`config.mk`:
```
export PLATFORM = sky130hd
export DESIGN_NAME = issue_hazard_ctrl_flat
export DESIGN_NICKNAME = d
export VERILOG_FILES = /design/src/rtl/issue_hazard_ctrl_if.sv /design/src/rtl/issue_hazard_ctrl.sv /design/src/flat_wrapper.sv
export SDC_FILE = /design/constraint.sdc
export NUM_CORES = 1
export LEC_CHECK = 0
export ABC_CLOCK_PERIOD_IN_PS = 1400
export BUFFER_PORTS_ARGS = -buffer_cell sky130_fd_sc_hd__buf_4
export CORE_AREA = 2 2 39 41
export CTS_CLUSTER_SIZE = 20
export DETAILED_ROUTE_END_ITERATION = 7
export DIE_AREA = 0 0 41 43
export SKIP_CTS_REPAIR_TIMING = 1
export SYNTH_ARGS = -nofsm -noshare
export SYNTH_HDL_FRONTEND = slang
export SYNTH_SLANG_ARGS = --single-unit
export TNS_END_PERCENT = 5
```
`constraint.sdc`:
```
create_clock -name clk -period 1.4 [get_ports clk]
set_input_delay 0.14 -clock clk [delete_from_list [all_inputs] [get_ports clk]]
set_output_delay 0.14 -clock clk [all_outputs]
set_load 0.01 [all_outputs]
```
`src/rtl/issue_hazard_ctrl_if.sv`:
```
// ID-stage hazard bundle: decode/EX hazard sources in, pipeline enables and bubble/flush controls out.
// Pure wiring; the controller behind the slave modport decides the controls in the same cycle.
interface issue_hazard_ctrl_if #(
  parameter int REG_AW = 3
);
  logic              id_valid1;
  logic              id_valid2;
  logic [REG_AW-1:0] id_rm_1;
  logic [REG_AW-1:0] id_rn_1;
  logic [REG_AW-1:0] id_rd_1;
  logic              id_wr_1;
  logic [REG_AW-1:0] id_rm_2;
  logic [REG_AW-1:0] id_rn_2;
  logic              ex_load2;
  logic [REG_AW-1:0] ex_rd_2;
  logic              ex_branch_taken;
  logic              pc_write;
  logic              if_id_write;
  logic              if_id_flush;
  logic              split_hold;
  logic              bubble1;
  logic              bubble2;
  logic [1:0]        state;

  modport master (
    output id_valid1, id_valid2, id_rm_1, id_rn_1, id_rd_1, id_wr_1,
           id_rm_2, id_rn_2, ex_load2, ex_rd_2, ex_branch_taken,
    input  pc_write, if_id_write, if_id_flush, split_hold, bubble1, bubble2, state
  );

  modport slave (
    input  id_valid1, id_valid2, id_rm_1, id_rn_1, id_rd_1, id_wr_1,
           id_rm_2, id_rn_2, ex_load2, ex_rd_2, ex_branch_taken,
    output pc_write, if_id_write, if_id_flush, split_hold, bubble1, bubble2, state
  );
endinterface

```
`src/rtl/issue_hazard_ctrl.sv`:
```
// Dual-issue stall/flush sequencer (load-use, intra-pair RAW, taken branch); HAZARD_STATS_EN adds cycle counters.
// Zero-latency Mealy controls in the detection cycle, Moore afterwards; backpressure is pc_write/if_id_write low.
module issue_hazard_ctrl #(
  parameter int REG_AW    = 3,
  parameter int LOAD_LAT  = 1,
  parameter int FLUSH_CYC = 1
) (
  input  logic               clk,
  input  logic               rst_n,
`ifdef HAZARD_STATS_EN
  input  logic               stats_clr,
  output logic [15:0]        stall_cycles,
  output logic [15:0]        flush_cycles,
`endif
  issue_hazard_ctrl_if.slave hz
);

  typedef enum logic [1:0] {
    RUN    = 2'd0,
    LSTALL = 2'd1,
    SPLIT  = 2'd2,
    FLUSH  = 2'd3
  } state_e;

  localparam logic [2:0] LL_RELOAD = 3'(LOAD_LAT - 1);
  localparam logic [2:0] FC_RELOAD = 3'(FLUSH_CYC - 1);

  state_e            r_state;
  state_e            w_nxt_state;
  logic [2:0]        r_cnt;
  logic [2:0]        w_nxt_cnt;
  logic [2:0]        w_cnt_dec;
  logic [REG_AW-1:0] w_ld_rd;
  logic              w_ld_live;
  logic              w_hit1;
  logic              w_hit2;
  logic              w_lu_run;
  logic              w_lu_split;
  logic              w_raw;
  logic              w_pc_write;
  logic              w_if_id_write;
  logic              w_if_id_flush;
  logic              w_split_hold;
  logic              w_bubble1;
  logic              w_bubble2;

  // r0 is hardwired zero, so a load targeting it can never create a dependency
  assign w_ld_rd    = hz.ex_rd_2;
  assign w_ld_live  = hz.ex_load2 && (w_ld_rd != '0);
  assign w_hit1     = hz.id_valid1 && ((hz.id_rm_1 == w_ld_rd) || (hz.id_rn_1 == w_ld_rd));
  assign w_hit2     = hz.id_valid2 && ((hz.id_rm_2 == w_ld_rd) || (hz.id_rn_2 == w_ld_rd));
  assign w_lu_run   = w_ld_live && (w_hit1 || w_hit2);
  assign w_lu_split = w_ld_live && w_hit2;
  assign w_raw      = hz.id_valid1 && hz.id_valid2 && hz.id_wr_1 && (hz.id_rd_1 != '0) &&
                      ((hz.id_rm_2 == hz.id_rd_1) || (hz.id_rn_2 == hz.id_rd_1));
  assign w_cnt_dec  = (r_cnt == 3'd0) ? 3'd0 : (r_cnt - 3'd1);

  always_comb begin
    w_nxt_state   = r_state;
    w_nxt_cnt     = r_cnt;
    w_pc_write    = 1'b1;
    w_if_id_write = 1'b1;
    w_if_id_flush = 1'b0;
    w_split_hold  = 1'b0;
    w_bubble1     = 1'b0;
    w_bubble2     = 1'b0;

    if (hz.ex_branch_taken) begin
      // a taken branch wins from every state, including a flush already in progress
      w_if_id_flush = 1'b1;
      w_bubble1     = 1'b1;
      w_bubble2     = 1'b1;
      if (FLUSH_CYC > 1) begin
        w_nxt_state = FLUSH;
        w_nxt_cnt   = FC_RELOAD;
      end else begin
        w_nxt_state = RUN;
        w_nxt_cnt   = 3'd0;
      end
    end else begin
      case (r_state)
        RUN: begin
          if (w_lu_run) begin
            w_pc_write    = 1'b0;
            w_if_id_write = 1'b0;
            w_bubble1     = 1'b1;
            w_bubble2     = 1'b1;
            if (LOAD_LAT > 1) begin
              w_nxt_state = LSTALL;
              w_nxt_cnt   = LL_RELOAD;
            end
          end else if (w_raw) begin
            w_split_hold = 1'b1;
            w_pc_write   = 1'b0;
            w_bubble2    = 1'b1;
            w_nxt_state  = SPLIT;
          end
        end
        LSTALL, FLUSH: begin
          if (r_state == LSTALL) begin
            w_pc_write    = 1'b0;
            w_if_id_write = 1'b0;
          end else begin
            w_if_id_flush = 1'b1;
          end
          w_bubble1 = 1'b1;
          w_bubble2 = 1'b1;
          w_nxt_cnt = w_cnt_dec;
          if (w_cnt_dec == 3'd0) begin
            w_nxt_state = RUN;
          end
        end
        SPLIT: begin
          // slot 1 already issued alone, only slot 2 can still be a load consumer
          if (w_lu_split) begin
            w_pc_write    = 1'b0;
            w_if_id_write = 1'b0;
            w_bubble1     = 1'b1;
            w_bubble2     = 1'b1;
            if (LOAD_LAT > 1) begin
              w_nxt_state = LSTALL;
              w_nxt_cnt   = LL_RELOAD;
            end else begin
              w_nxt_state = RUN;
            end
          end else begin
            w_bubble1   = 1'b1;
            w_nxt_state = RUN;
          end
        end
        default: begin
          w_nxt_state = RUN;
          w_nxt_cnt   = 3'd0;
        end
      endcase
    end

    // while reset is held the controls must read as pass-through regardless of inputs
    if (!rst_n) begin
      w_pc_write    = 1'b1;
      w_if_id_write = 1'b1;
      w_if_id_flush = 1'b0;
      w_split_hold  = 1'b0;
      w_bubble1     = 1'b0;
      w_bubble2     = 1'b0;
    end
  end

  always_ff @(posedge clk or negedge rst_n) begin
    if (!rst_n) begin
      r_state <= RUN;
      r_cnt   <= 3'd0;
    end else begin
      r_state <= w_nxt_state;
      r_cnt   <= w_nxt_cnt;
    end
  end

  assign hz.pc_write    = w_pc_write;
  assign hz.if_id_write = w_if_id_write;
  assign hz.if_id_flush = w_if_id_flush;
  assign hz.split_hold  = w_split_hold;
  assign hz.bubble1     = w_bubble1;
  assign hz.bubble2     = w_bubble2;
  assign hz.state       = r_state;

`ifdef HAZARD_STATS_EN
  logic [15:0] r_stall_cycles;
  logic [15:0] r_flush_cycles;

  always_ff @(posedge clk or negedge rst_n) begin
    if (!rst_n) begin
      r_stall_cycles <= 16'd0;
      r_flush_cycles <= 16'd0;
    end else if (stats_clr) begin
      r_stall_cycles <= 16'd0;
      r_flush_cycles <= 16'd0;
    end else begin
      if (!w_pc_write && (r_stall_cycles != 16'hFFFF)) begin
        r_stall_cycles <= r_stall_cycles + 16'd1;
      end
      if (w_if_id_flush && (r_flush_cycles != 16'hFFFF)) begin
        r_flush_cycles <= r_flush_cycles + 16'd1;
      end
    end
  end

  assign stall_cycles = r_stall_cycles;
  assign flush_cycles = r_flush_cycles;
`endif

endmodule

```
`src/flat_wrapper.sv`:
```
// flat-port wrapper written by rule: the top's interface ports become plain ports
module issue_hazard_ctrl_flat 
#(
  parameter int REG_AW    = 3,
  parameter int LOAD_LAT  = 1,
  parameter int FLUSH_CYC = 1
)
  (clk, rst_n, hz_id_valid1, hz_id_valid2, hz_id_rm_1, hz_id_rn_1, hz_id_rd_1, hz_id_wr_1, hz_id_rm_2, hz_id_rn_2, hz_ex_load2, hz_ex_rd_2, hz_ex_branch_taken, hz_pc_write, hz_if_id_write, hz_if_id_flush, hz_split_hold, hz_bubble1, hz_bubble2, hz_state);
  issue_hazard_ctrl_if #(.REG_AW(REG_AW)) hz_i ();
  input  logic clk;
  input  logic rst_n;
  input wire logic [$bits(hz_i.id_valid1)-1:0] hz_id_valid1;
  input wire logic [$bits(hz_i.id_valid2)-1:0] hz_id_valid2;
  input wire logic [$bits(hz_i.id_rm_1)-1:0] hz_id_rm_1;
  input wire logic [$bits(hz_i.id_rn_1)-1:0] hz_id_rn_1;
  input wire logic [$bits(hz_i.id_rd_1)-1:0] hz_id_rd_1;
  input wire logic [$bits(hz_i.id_wr_1)-1:0] hz_id_wr_1;
  input wire logic [$bits(hz_i.id_rm_2)-1:0] hz_id_rm_2;
  input wire logic [$bits(hz_i.id_rn_2)-1:0] hz_id_rn_2;
  input wire logic [$bits(hz_i.ex_load2)-1:0] hz_ex_load2;
  input wire logic [$bits(hz_i.ex_rd_2)-1:0] hz_ex_rd_2;
  input wire logic [$bits(hz_i.ex_branch_taken)-1:0] hz_ex_branch_taken;
  output wire logic [$bits(hz_i.pc_write)-1:0] hz_pc_write;
  output wire logic [$bits(hz_i.if_id_write)-1:0] hz_if_id_write;
  output wire logic [$bits(hz_i.if_id_flush)-1:0] hz_if_id_flush;
  output wire logic [$bits(hz_i.split_hold)-1:0] hz_split_hold;
  output wire logic [$bits(hz_i.bubble1)-1:0] hz_bubble1;
  output wire logic [$bits(hz_i.bubble2)-1:0] hz_bubble2;
  output wire logic [$bits(hz_i.state)-1:0] hz_state;
  assign hz_i.id_valid1 = hz_id_valid1;
  assign hz_i.id_valid2 = hz_id_valid2;
  assign hz_i.id_rm_1 = hz_id_rm_1;
  assign hz_i.id_rn_1 = hz_id_rn_1;
  assign hz_i.id_rd_1 = hz_id_rd_1;
  assign hz_i.id_wr_1 = hz_id_wr_1;
  assign hz_i.id_rm_2 = hz_id_rm_2;
  assign hz_i.id_rn_2 = hz_id_rn_2;
  assign hz_i.ex_load2 = hz_ex_load2;
  assign hz_i.ex_rd_2 = hz_ex_rd_2;
  assign hz_i.ex_branch_taken = hz_ex_branch_taken;
  assign hz_pc_write = hz_i.pc_write;
  assign hz_if_id_write = hz_i.if_id_write;
  assign hz_if_id_flush = hz_i.if_id_flush;
  assign hz_split_hold = hz_i.split_hold;
  assign hz_bubble1 = hz_i.bubble1;
  assign hz_bubble2 = hz_i.bubble2;
  assign hz_state = hz_i.state;
  issue_hazard_ctrl #(.REG_AW(REG_AW), .LOAD_LAT(LOAD_LAT), .FLUSH_CYC(FLUSH_CYC)) u_core (.clk(clk), .rst_n(rst_n), .hz(hz_i));
endmodule
```
Yosys cells after proc, flatten, opt, wreduce, memory -nomap -nowiden
Index checks and enable logic that the tools add are counted.
{"block": "totals", "ff_bits": 5, "inputBits": 25, "out_inout_bits": 8, "word_cells": 73}
{"block": "op_classes", "n_addsub": 1, "eq_ne": 12, "muxes": 36, "reduce_logical": 22}
{"op": "two-way mux 1 bit", "count": 24}
{"op": "== test 3 bit", "count": 6}
{"op": "logical AND 1 bit", "count": 9}
{"op": "two-way mux 3 bit", "count": 3}
{"op": "one-hot mux 1 bit (3 select lines)", "count": 3}
{"op": "two-way mux 2 bit", "count": 4}
{"op": "zero test 3 bit", "count": 2}
{"op": "!= test 3 x 2 -> 1 bit (second input constant)", "count": 2}
{"op": "one-hot mux 2 bit (3 select lines)", "count": 1}
{"op": "nonzero test 3 bit", "count": 2}
{"op": "== test 2 bit (second input constant)", "count": 2}
{"op": "logical OR 1 bit", "count": 4}
{"op": "!= test 3 bit (second input constant)", "count": 1}
{"op": "AND reduction 3 bit", "count": 1}
{"op": "OR reduction 3 bit", "count": 1}
{"op": "subtractor 3 x 1 -> 3 bit (second input constant)", "count": 1}
{"op": "== test 2 x 1 -> 1 bit (second input constant)", "count": 1}
{"op": "zero test 2 bit", "count": 1}
{"op": "one-hot mux 1 bit (2 select lines)", "count": 1}
{"op": "nonzero test 2 bit", "count": 1}
{"op": "OR reduction 2 bit", "count": 1}

Longest topological paths before layout
Gate-level depths: netlist of the first run.
{"block": "depth", "depth_word": 9, "mapped_depth": 6, "depth_no_buf": 5}

Least setup slack after synthesis of the first run
OpenSTA, ideal clock, no wires.
{"block": "synth_timing", "path_type": "input-to-output", "start": "in hz_ex_rd_2[0]", "end": "out hz_bubble2", "arrival_ps": 1198, "t_required_ps": 1260, "setup_slack_ps": 62, "path_stages": 6, "n_path_buf": 1, "cell_sequence": "buf_6 > o31a_1 > nand2_1 > a21oi_1 > a21o_2 > o31a_1"}
{"block": "synth_between", "elab_chain_cells": 9, "word_cells_on_any_way": 18, "cone_classes": "4 x eq/ne; 5 x mux; 9 x reduce/logical"}
{"element": "start, declared", "line_no": "flat_wrapper.sv:21", "source": "input wire logic [$bits(hz_i.ex_rd_2)-1:0] hz_ex_rd_2;"}
{"element": "== test 3 bit (on tied branches)", "line_no": "issue_hazard_ctrl.sv:50, issue_hazard_ctrl.sv:51"}
{"element": "logical OR 1 bit (on tied branches)", "line_no": "issue_hazard_ctrl.sv:50, issue_hazard_ctrl.sv:51"}
{"element": "logical AND 1 bit (on tied branches)", "line_no": "issue_hazard_ctrl.sv:50, issue_hazard_ctrl.sv:51"}
{"element": "logical OR 1 bit", "line_no": "issue_hazard_ctrl.sv:52", "source": "assign w_lu_run = w_ld_live && (w_hit1 || w_hit2);"}
{"element": "logical AND 1 bit", "line_no": "issue_hazard_ctrl.sv:52"}
{"element": "two-way mux 1 bit", "line_no": "issue_hazard_ctrl.sv:83", "source": "if (w_lu_run) begin"}
{"element": "one-hot mux 1 bit (3 select lines) (*)", "line_no": "issue_hazard_ctrl.sv:81", "source": "case (r_state)"}
{"element": "two-way mux 1 bit (*)", "line_no": "issue_hazard_ctrl.sv:68", "source": "if (hz.ex_branch_taken) begin"}
{"element": "two-way mux 1 bit (*)", "line_no": "issue_hazard_ctrl.sv:139", "source": "if (!rst_n) begin"}
{"element": "end, declared", "line_no": "flat_wrapper.sv:28", "source": "output wire logic [$bits(hz_i.bubble2)-1:0] hz_bubble2;"}
Every way passes the cells marked *; elsewhere a longest branch is shown, timed or not.

Final worst setup path of the first run
{"block": "layout_timing", "start": "in hz_id_rd_1[2]", "end": "out hz_split_hold"}
{"block": "layout_between", "elab_chain_cells": 8, "word_cells_on_any_way": 11, "cone_classes": "2 x eq/ne; 5 x mux; 4 x reduce/logical"}
{"element": "start, declared", "line_no": "flat_wrapper.sv:16", "source": "input wire logic [$bits(hz_i.id_rd_1)-1:0] hz_id_rd_1;"}
{"element": "== test 3 bit / nonzero test 3 bit (equally long branches)", "line_no": "issue_hazard_ctrl.sv:55, issue_hazard_ctrl.sv:54"}
{"element": "logical OR 1 bit / logical AND 1 bit (equally long branches)", "line_no": "issue_hazard_ctrl.sv:55, issue_hazard_ctrl.sv:54"}
{"element": "logical AND 1 bit (*)", "line_no": "issue_hazard_ctrl.sv:54", "source": "assign w_raw = hz.id_valid1 && hz.id_valid2 && hz.id_wr_1 && (hz.id_rd_1 != '0) &&"}
{"element": "two-way mux 1 bit (*)", "line_no": "issue_hazard_ctrl.sv:92", "source": "end else if (w_raw) begin"}
{"element": "two-way mux 1 bit (*)", "line_no": "issue_hazard_ctrl.sv:83"}
{"element": "two-way mux 1 bit (*)", "line_no": "issue_hazard_ctrl.sv:81"}
{"element": "two-way mux 1 bit (*)", "line_no": "issue_hazard_ctrl.sv:68"}
{"element": "two-way mux 1 bit (*)", "line_no": "issue_hazard_ctrl.sv:139"}
{"element": "end, declared", "line_no": "flat_wrapper.sv:26", "source": "output wire logic [$bits(hz_i.split_hold)-1:0] hz_split_hold;"}
Marked as above.

==> results.ini, run 1 <==
[die]
fp.coreArea_sq_mm = 0.00138
ios = 33
rows = 14
die_x_microns = 41
initial_core_util = 0.285
die-area_sq_mm = 0.00176
die_y_microns = 43

[run]
cap_viol_max_count = 0

[layout]
n_antenna_cell = 0
syn2layout_area_growth_pct = 72.7
layout-drive-gt1-share = 0.489
finalNetCount = 115
design_area_sq_um = 681
largest_reg_flops = 1

[global_routing]
grt_usage = 0.128
overflow = 0
grt_start_max_net_pins = 8
grt_pass1_wl_mm = 1.73
antenna_found_initial = 0
grt_pass1_vias = 417

[cts]
cts.clk_slew.worst_paths_ns = 0
clkLatencyLatePin_ns = 0

[pwr]
p_total_uw = 214
power_leakage_uw = 0.000300
vdd_drop_max_v = 0.000105
p_per_area_mw_per_mm2 = 314

[synthesis]
synth_area_sq_um = 394
avgSynthCellArea_sq_um = 7.17
ys_ff_latch = 1
synth-main-ff-cell = dfrtp_1
synth-seq-area-share = 0.0635
synth-async-reset-ratio = 1.00
syn-num-nets = 80
synthCells = 55
ys_types = 24
synth_edf_count = 0
ys_warn_count = 0

[timing]
max_freq_ghz = 0.658
fin_ws_ns = -0.119
drv_slew = 0
min_period_ns = 1.52
finClkSkew_ns = 0
setup_viol = 4
fin_crit_sh = 1.08
rsz0062_at_grt = yes
hold_viol = 0

[setup_path]
worst-path-buf-inv = 2
arrival_ns = 1.38
cp-start-kind = input port
crit_path_max_incr_delay_ns = 0.27
path_max_fanout = 4
slowest_stage = nor4b_2
worstSetupPathType = in -> out
cp_cell_sequence = buf_4 > or2_1 > a211oi_2 > o21ai_2 > nor4b_2 > and2_1 > buf_4
cpLargestDelayFamily = simple AND/OR/NAND/NOR gates
cpMostUsedCell = buf_4
end_kind = primary output
crit_required_ns = 1.26

[detailed_routing]
firstDrtPassIters = 2
drtIter0Drc = 10
drc = 0
detail-route-antenna-nets = 0
wl_per_cell_microns = 11.5
vias = 493
wl_mm = 1.20
viasPerCell = 4.74

[place]
numPortBuffers = 31
gp_congestion = 0.769
dpl.hpwl_microns = 948
placed_cell_area_sq_um = 634

[status]
violations = negative setup slack
outcome = finished, violations left

[hold_path]
hp-class = in -> async

stage by stage:
step | utilization | std cells | setup slack [ns] | hold slack (ns) | TNS (ns)
floorplan | - | 55 | 0.0618 | -0.156 | 0
finish | 0.492 | 104 | -0.119 | 0.484 | -0.288
CTS | 0.458 | 101 | -0.126 | -0.0635 | -0.390
global route | 0.492 | 104 | -0.209 | 0.491 | -0.626
detailed placement | 0.458 | 101 | -0.118 | -0.0638 | -0.372
global placement | 0.458 | 101 | -0.129 | -0.0612 | -0.322
placed cells by master (no fill, tap or decap):
cell,n
a211oi_2,2
a21o_2,1
a21oi_2,2
and2_1,4
buf_4,36
conb_1,1
dfrtp_1,1
dlygate4sd3_1,1
inv_1,1
nand2_1,5
nand3_1,3
nor2_1,5
nor2b_1,1
nor3_1,1
nor4b_2,1
o211ai_1,2
o21ai_0,1
o21ai_2,1
o31a_1,2
o41a_1,1
or2_1,2
xnor2_1,10
xor2_1,4
layout make-up:
class	count	area (sq um)
Sequential cell	1	25.0
Multi-Input combinational cell	49	352
Inverter	1	3.75
Timing Repair Buffer	37	280
Fill cell	150	703
Tap cell	16	20.0
report_power, final:
group | internal [uW] | switching [uW]
logic | 106 | 77.4
registers | 29.8 | 0.442
clock network | 0 | 0
logic make-up (layout without fill, tap and decap cells):
logic type,after synthesis,after routing,synth area share
compound gates,12,12,0.222
xor+xnor,14,14,0.311
buf+inv,5,38,0.0984
flops,1,1,0.0635
other cells,1,1,0.00951
simple gates,22,22,0.295
worst reg2reg max path, stage by stage, from the launching register on:
cell     delay, ns
dfrtp_1       0.40
nor2_1        0.10
nor4b_2       0.21
buf_4         0.15
worst paths after layout:
path,slack (ns),cells after the start,startpoint,end
min in group clk,0.60,4,hz_ex_branch_taken,u_core.hz.state[1]$_DFFE_PN0P_
min,0.48,2,rst_n,u_core.hz.state[1]$_DFFE_PN0P_
max reg2reg,0.47,3,u_core.hz.state[1]$_DFFE_PN0P_,u_core.hz.state[1]$_DFFE_PN0P_
max,-0.12,7,hz_id_rd_1[2],hz_split_hold
max in group asynchronous,0.82,2,rst_n,u_core.hz.state[1]$_DFFE_PN0P_
min reg2reg,0.77,3,u_core.hz.state[1]$_DFFE_PN0P_,u_core.hz.state[1]$_DFFE_PN0P_
cell usage after synthesis, drive strengths merged (2+ instances only):
library cell / number / area [sq um]
o21ai: 2 / 10.0
buf: 4 / 35.0
nand2: 5 / 18.8
a211oi: 2 / 15.0
a21oi: 2 / 10.0
o211ai: 2 / 15.0
or2: 2 / 12.5
xor2: 4 / 35.0
nor2: 5 / 18.8
o31a: 2 / 17.5
xnor2: 10 / 87.6
and2: 4 / 25.0
nand3: 3 / 15.0
layer usage:
metal | part of all wire | GRT usage | wire, microns | vias to the layer above
met4 | 0 | 0 | 0 | 0
met2 | 0.52 | 0.216 | 616 | 18
met3 | 0.085 | 0.00524 | 101 | 0
met1 | 0.40 | 0.184 | 477 | 222
met5 | 0 | 0 | 0 | -
li1 | - | - | - | 253
Power figures use the tool's default switching activity.
==> run 2: changes to the inputs <==
ABC_CLOCK_PERIOD_IN_PS = 1650   (was 1400)
clock period = 1.65 ns   (was 1.4 ns; I/O delays follow)
==> run 2 against run 1 <==
Effect of this change: the run now ends clean; critical path depth stayed put; worst hold slack improved by 0.024 ns; first-iteration DRC count down 50%; sequential share of layout area is 0.28 points higher; cell count decreased by 4.8%; design area down 7.2%; register-to-register slack better by 0.36 ns; largest cell class unchanged; largest power group unchanged.
==> results.ini, run 2 (synthesized netlist as in run 1, its figures left out) <==
[detailed_routing]
drtIter0Drc = 5  ; -5
drc = 0  ; unchanged
wl_mm = 1.09  ; -9.2%
wl_per_cell_microns = 11.0  ; -4.6%
firstDrtPassIters = 2  ; unchanged
viasPerCell = 4.75  ; +0.15%
vias = 470  ; -4.7%
detail-route-antenna-nets = 0  ; unchanged

[pwr]
switchingPower_uw = 60.5  ; -22%
p_clk_frac = 0  ; unchanged
power_frac_seq = 0.151  ; +0.010
p_int_uw = 109  ; -20%
p_sw_frac = 0.356  ; -0.00761
comb_power_share = 0.849  ; -0.010
vdd_drop_max_v = 0.0000915  ; -13%
p_total_uw = 170  ; -21%
p_per_area_mw_per_mm2 = 269  ; -14%
power_leakage_uw = 0.000276  ; -8.1%

[setup_path]
slowest_stage = o31a_1
worstSetupPathType = in -> out
crit_path_max_incr_delay_ns = 0.32  ; +0.05 ns
end_kind = primary output
cp-start-kind = input port
arrival_ns = 1.42  ; +0.04 ns
path_max_fanout = 5  ; +1
r2r_slack_ns = 0.83  ; +0.36 ns
crit_required_ns = 1.48  ; +0.22 ns
cpLargestDelayFamily = compound AO/OA/AOI/OAI gates
worst-path-buf-inv = 2  ; unchanged
cp_cell_sequence = buf_4 > o31a_1 > nand2_1 > a21oi_1 > a21o_2 > o31a_1 > buf_4

[die]
fp.coreArea_sq_mm = 0.00138  ; unchanged
die-area_sq_mm = 0.00176  ; unchanged
die_x_microns = 41  ; unchanged
die_y_microns = 43  ; unchanged
ios = 33  ; unchanged
initial_core_util = 0.285  ; unchanged
rows = 14  ; unchanged

[layout]
final_core_utilization = 0.457  ; -0.0353
layout-drive-gt1-share = 0.422  ; -0.0669
largest_reg_flops = 1  ; unchanged
layout_commonest_cell = buf_4
finalNetCount = 110  ; -4.3%
n_antenna_cell = 0  ; unchanged
mostFrequentLayoutCells = buf_4, xnor2_1, nand2_1, nor2_1
syn2layout_area_growth_pct = 60.3
fillers = 147  ; -2.0%

[global_routing]
grt_start_max_net_pins = 8  ; unchanged
overflow = 0  ; unchanged
grt_pass1_wl_mm = 1.74  ; +0.40%
grt_pass1_vias = 399  ; -4.3%
grt_usage = 0.130  ; +0.00200
antenna_found_initial = 0  ; unchanged

[place]
numPortBuffers = 31  ; unchanged
dpl.hpwl_microns = 924  ; -2.5%
gp_congestion = 0.731  ; -5.0%

[timing]
max_freq_ghz = 0.633
drv_slew = 0  ; unchanged
finalSetupTns_ns = 0  ; +0.288 ns
setup_viol = 0  ; -4
fin_crit_sh = 0.958
rsz0062_at_grt = no
hold_viol = 0  ; unchanged
min_period_ns = 1.58
finClkSkew_ns = 0  ; unchanged

[hold_path]
hp-class = in -> reg

[run]
cap_viol_max_count = 0  ; unchanged

[status]
outcome = finished clean

[cts]
clkLatencyLatePin_ns = 0  ; unchanged
cts.clk_slew.worst_paths_ns = 0  ; unchanged

## run 2: worst paths after layout
check                                          startpoint                              to  depth (start not counted)
max                                         hz_ex_rd_2[0]                      hz_bubble2                          7
min in group asynchronous                           rst_n  u_core.hz.state[1]$_DFFE_PN0P_                          2
max in group asynchronous                           rst_n  u_core.hz.state[1]$_DFFE_PN0P_                          2
min                                    hz_ex_branch_taken  u_core.hz.state[1]$_DFFE_PN0P_                          3
max reg2reg                u_core.hz.state[1]$_DFFE_PN0P_  u_core.hz.state[1]$_DFFE_PN0P_                          2
min reg2reg                u_core.hz.state[1]$_DFFE_PN0P_  u_core.hz.state[1]$_DFFE_PN0P_                          2
## run 2: power groups by stage
stage / Sequential, uW / Clock (uW) / Combinational (uW)
after floorplan: 25.7 / 0 / 73.5
after detailed placement: 25.6 / 0 / 139
after CTS: 25.6 / 0 / 140
final: 25.6 / 0 / 144
after global placement: 25.6 / 0 / 139
after global routing: 25.7 / 0 / 159
## run 2: tightest hold or removal path: stages
cell and delay, ns:
buf_4 0.10, nor2_1 0.04, nor4b_2 0.15
## run 2: layout make-up
type / instances / area [sq um] / share of cell area
well taps: 16 / 20.0 / 0.0317
multi-input cells: 49 / 340 / 0.539
inverters: 1 / 3.75 / 0.00594
repair buffers: 32 / 243 / 0.384
flip-flops and latches: 1 / 25.0 / 0.0396
## run 2: metrics by stage
stage | instances | hold WS (ns) | setup slack [ns] | instance area, sq um
2_1_floorplan | 55 | -0.131 | 0.262 | 394
4_1_cts | 98 | -0.0387 | 0.0648 | 612
5_1_grt | 99 | 0.524 | 0.00875 | 632
3_3_place_gp | 98 | -0.0360 | 0.0651 | 612
6_report | 99 | 0.507 | 0.0697 | 632
3_5_place_dp | 98 | -0.0388 | 0.0751 | 612
## run 2: per-layer routing
| layer | vias up | global-route usage | share of wire |
|---|---|---|---|
| met5 | - | 0 | 0 |
| met4 | 0 | 0 | 0 |
| met3 | 0 | 0.00524 | 0.078 |
| met2 | 18 | 0.225 | 0.50 |
| met1 | 211 | 0.181 | 0.42 |
| li1 | 241 | - | - |
==> run 3: changes to the inputs <==
CTS_BUF_LIST = sky130_fd_sc_hd__clkbuf_8   (was default)
RECOVER_POWER = 50   (was default)
==> run 3 against run 2 <==
Effect of this change: first-iteration DRC count stayed put; setup slack better by 0.0018 ns; power is 0.91% lower; highest routed layer unchanged; sequential power hardly changed; critical endpoint unchanged; wire length is 0.18% lower; utilization is 0.54 points lower; critical path depth stayed put; cell count stayed put; clock skew stayed put; die area stayed put; sequential share of layout area hardly changed.
==> results.ini, run 3 (synthesized netlist as in run 1, its figures left out) <==
[timing]
hold_viol = 0  ; unchanged
finalSetupTns_ns = 0  ; unchanged
fin_crit_sh = 0.957  ; -0.00109
finClkSkew_ns = 0  ; unchanged
min_period_ns = 1.58  ; -0.00179 ns
setup_viol = 0  ; unchanged
drv_slew = 0  ; unchanged
rsz0062_at_grt = no
max_freq_ghz = 0.633  ; +0.11%

[hold_path]
hp-start = hz_ex_branch_taken
hp-class = in -> reg
whs_endpoint = u_core.hz.state[1]$_DFFE_PN0P_
min_path_cells = 3  ; unchanged

[global_routing]
overflow = 0  ; unchanged
grt_pass1_vias = 399  ; unchanged
grt_start_max_net_pins = 8  ; unchanged
antenna_found_initial = 0  ; unchanged
grt_pass1_wl_mm = 1.74  ; unchanged
grt_usage = 0.130  ; unchanged

[setup_path]
arrival_ns = 1.41  ; about the same
path_max_fanout = 5  ; unchanged
crit_required_ns = 1.48  ; about the same
r2r_slack_ns = 0.83  ; about the same
worstSetupPathType = in -> out
reg2regPathDepth = 2  ; unchanged
cp-start-kind = input port
worst_r2r_endpoint = u_core.hz.state[1]$_DFFE_PN0P_
end_kind = primary output
r2r_start = u_core.hz.state[1]$_DFFE_PN0P_

[detailed_routing]
wl_per_cell_microns = 10.9  ; -0.18%
vias = 467  ; -0.64%
wl_mm = 1.08  ; -0.18%
firstDrtPassIters = 2  ; unchanged
drtIter0Drc = 5  ; unchanged
viasPerCell = 4.72  ; -0.64%
drc = 0  ; unchanged
detail-route-antenna-nets = 0  ; unchanged

[pwr]
vdd_drop_max_v = 0.0000915  ; about the same
power_leakage_uw = 0.000267  ; -3.1%
p_per_area_mw_per_mm2 = 270  ; +0.29%

[layout]
layout_commonest_cell = buf_4
final_core_utilization = 0.451  ; -0.00543
design_area_sq_um = 624  ; -1.2%
fin_cells = 99  ; unchanged
mostFrequentLayoutCells = buf_4, xnor2_1, nand2_1, nor2_1, xor2_1
syn2layout_area_growth_pct = 58.4
largest_reg_flops = 1  ; unchanged
n_antenna_cell = 0  ; unchanged
layout-drive-gt1-share = 0.398  ; -0.0241
finalNetCount = 110  ; unchanged

[die]
fp.coreArea_sq_mm = 0.00138  ; unchanged
die-area_sq_mm = 0.00176  ; unchanged
ios = 33  ; unchanged
die_x_microns = 41  ; unchanged
die_y_microns = 43  ; unchanged
rows = 14  ; unchanged
initial_core_util = 0.285  ; unchanged

[place]
gp_congestion = 0.731  ; unchanged
placed_cell_area_sq_um = 612  ; unchanged
dp.cells = 98  ; unchanged
numPortBuffers = 31  ; unchanged
dpl.hpwl_microns = 924  ; unchanged

[status]
outcome = finished clean

[cts]
clkLatencyLatePin_ns = 0  ; unchanged
cts.clk_slew.worst_paths_ns = 0  ; unchanged

[run]
cap_viol_max_count = 0  ; unchanged

## run 3: changes by cell type in the layout (fill, tap and decap cells not counted), sizes merged
| cell | delta |
|---|---|
| clkbuf | +2 |
| buf | -2 |
## run 3: final cells by class
class                   count  area (sq um)
repair buffers             32           235
well taps                  16          20.0
flip-flops and latches      1          25.0
fillers                   151           759
inverters                   1          3.75
multi-input cells          49           340
## run 3: how the worst max path moves through the flow
stage,to,slack (ns),cells past startpoint,from
4_1_cts,hz_bubble2,0.06,7,hz_ex_rd_2[0]
6_report,hz_bubble2,0.07,7,hz_ex_rd_2[0]
3_3_place_gp,hz_bubble2,0.07,7,hz_ex_rd_2[1]
5_1_grt,hz_split_hold,0.009,7,hz_id_rd_1[2]
3_5_place_dp,hz_bubble2,0.08,7,hz_ex_rd_2[0]
2_1_floorplan,hz_bubble2,0.26,6,hz_ex_rd_2[0]
## run 3: worst max-delay path, cell delays in order
cell,delay (ns)
buf_4,0.14
o31a_1,0.32
nand2_1,0.07
a21oi_1,0.06
a21o_2,0.24
o31a_1,0.27
buf_4,0.14
## run 3: power breakdown
| group | internal (uW) | total, uW | leakage, uW | switching (uW) |
|---|---|---|---|---|
| logic | 82.8 | 143 | 0.000253 | 60.1 |
| registers | 25.2 | 25.6 | 0.0000139 | 0.340 |
| clock network | 0 | 0 | 0 | 0 |
## run 3: per-stage QoR
step	total power (uW)	hold slack [ns]	worst slack, ns
finish	168	0.506	0.0715
global route	183	0.524	0.00875
CTS	165	-0.0387	0.0648
detailed placement	164	-0.0388	0.0751
global placement	164	-0.0360	0.0651
floorplan	99.2	-0.131	0.262
## run 3: routing by layer
layer | vias to the layer above | share of wire | global-route usage
li1 | 241 | - | -
met1 | 208 | 0.42 | 0.181
met2 | 18 | 0.50 | 0.225
met3 | 0 | 0.079 | 0.00524
met4 | 0 | 0 | 0
met5 | - | 0 | 0
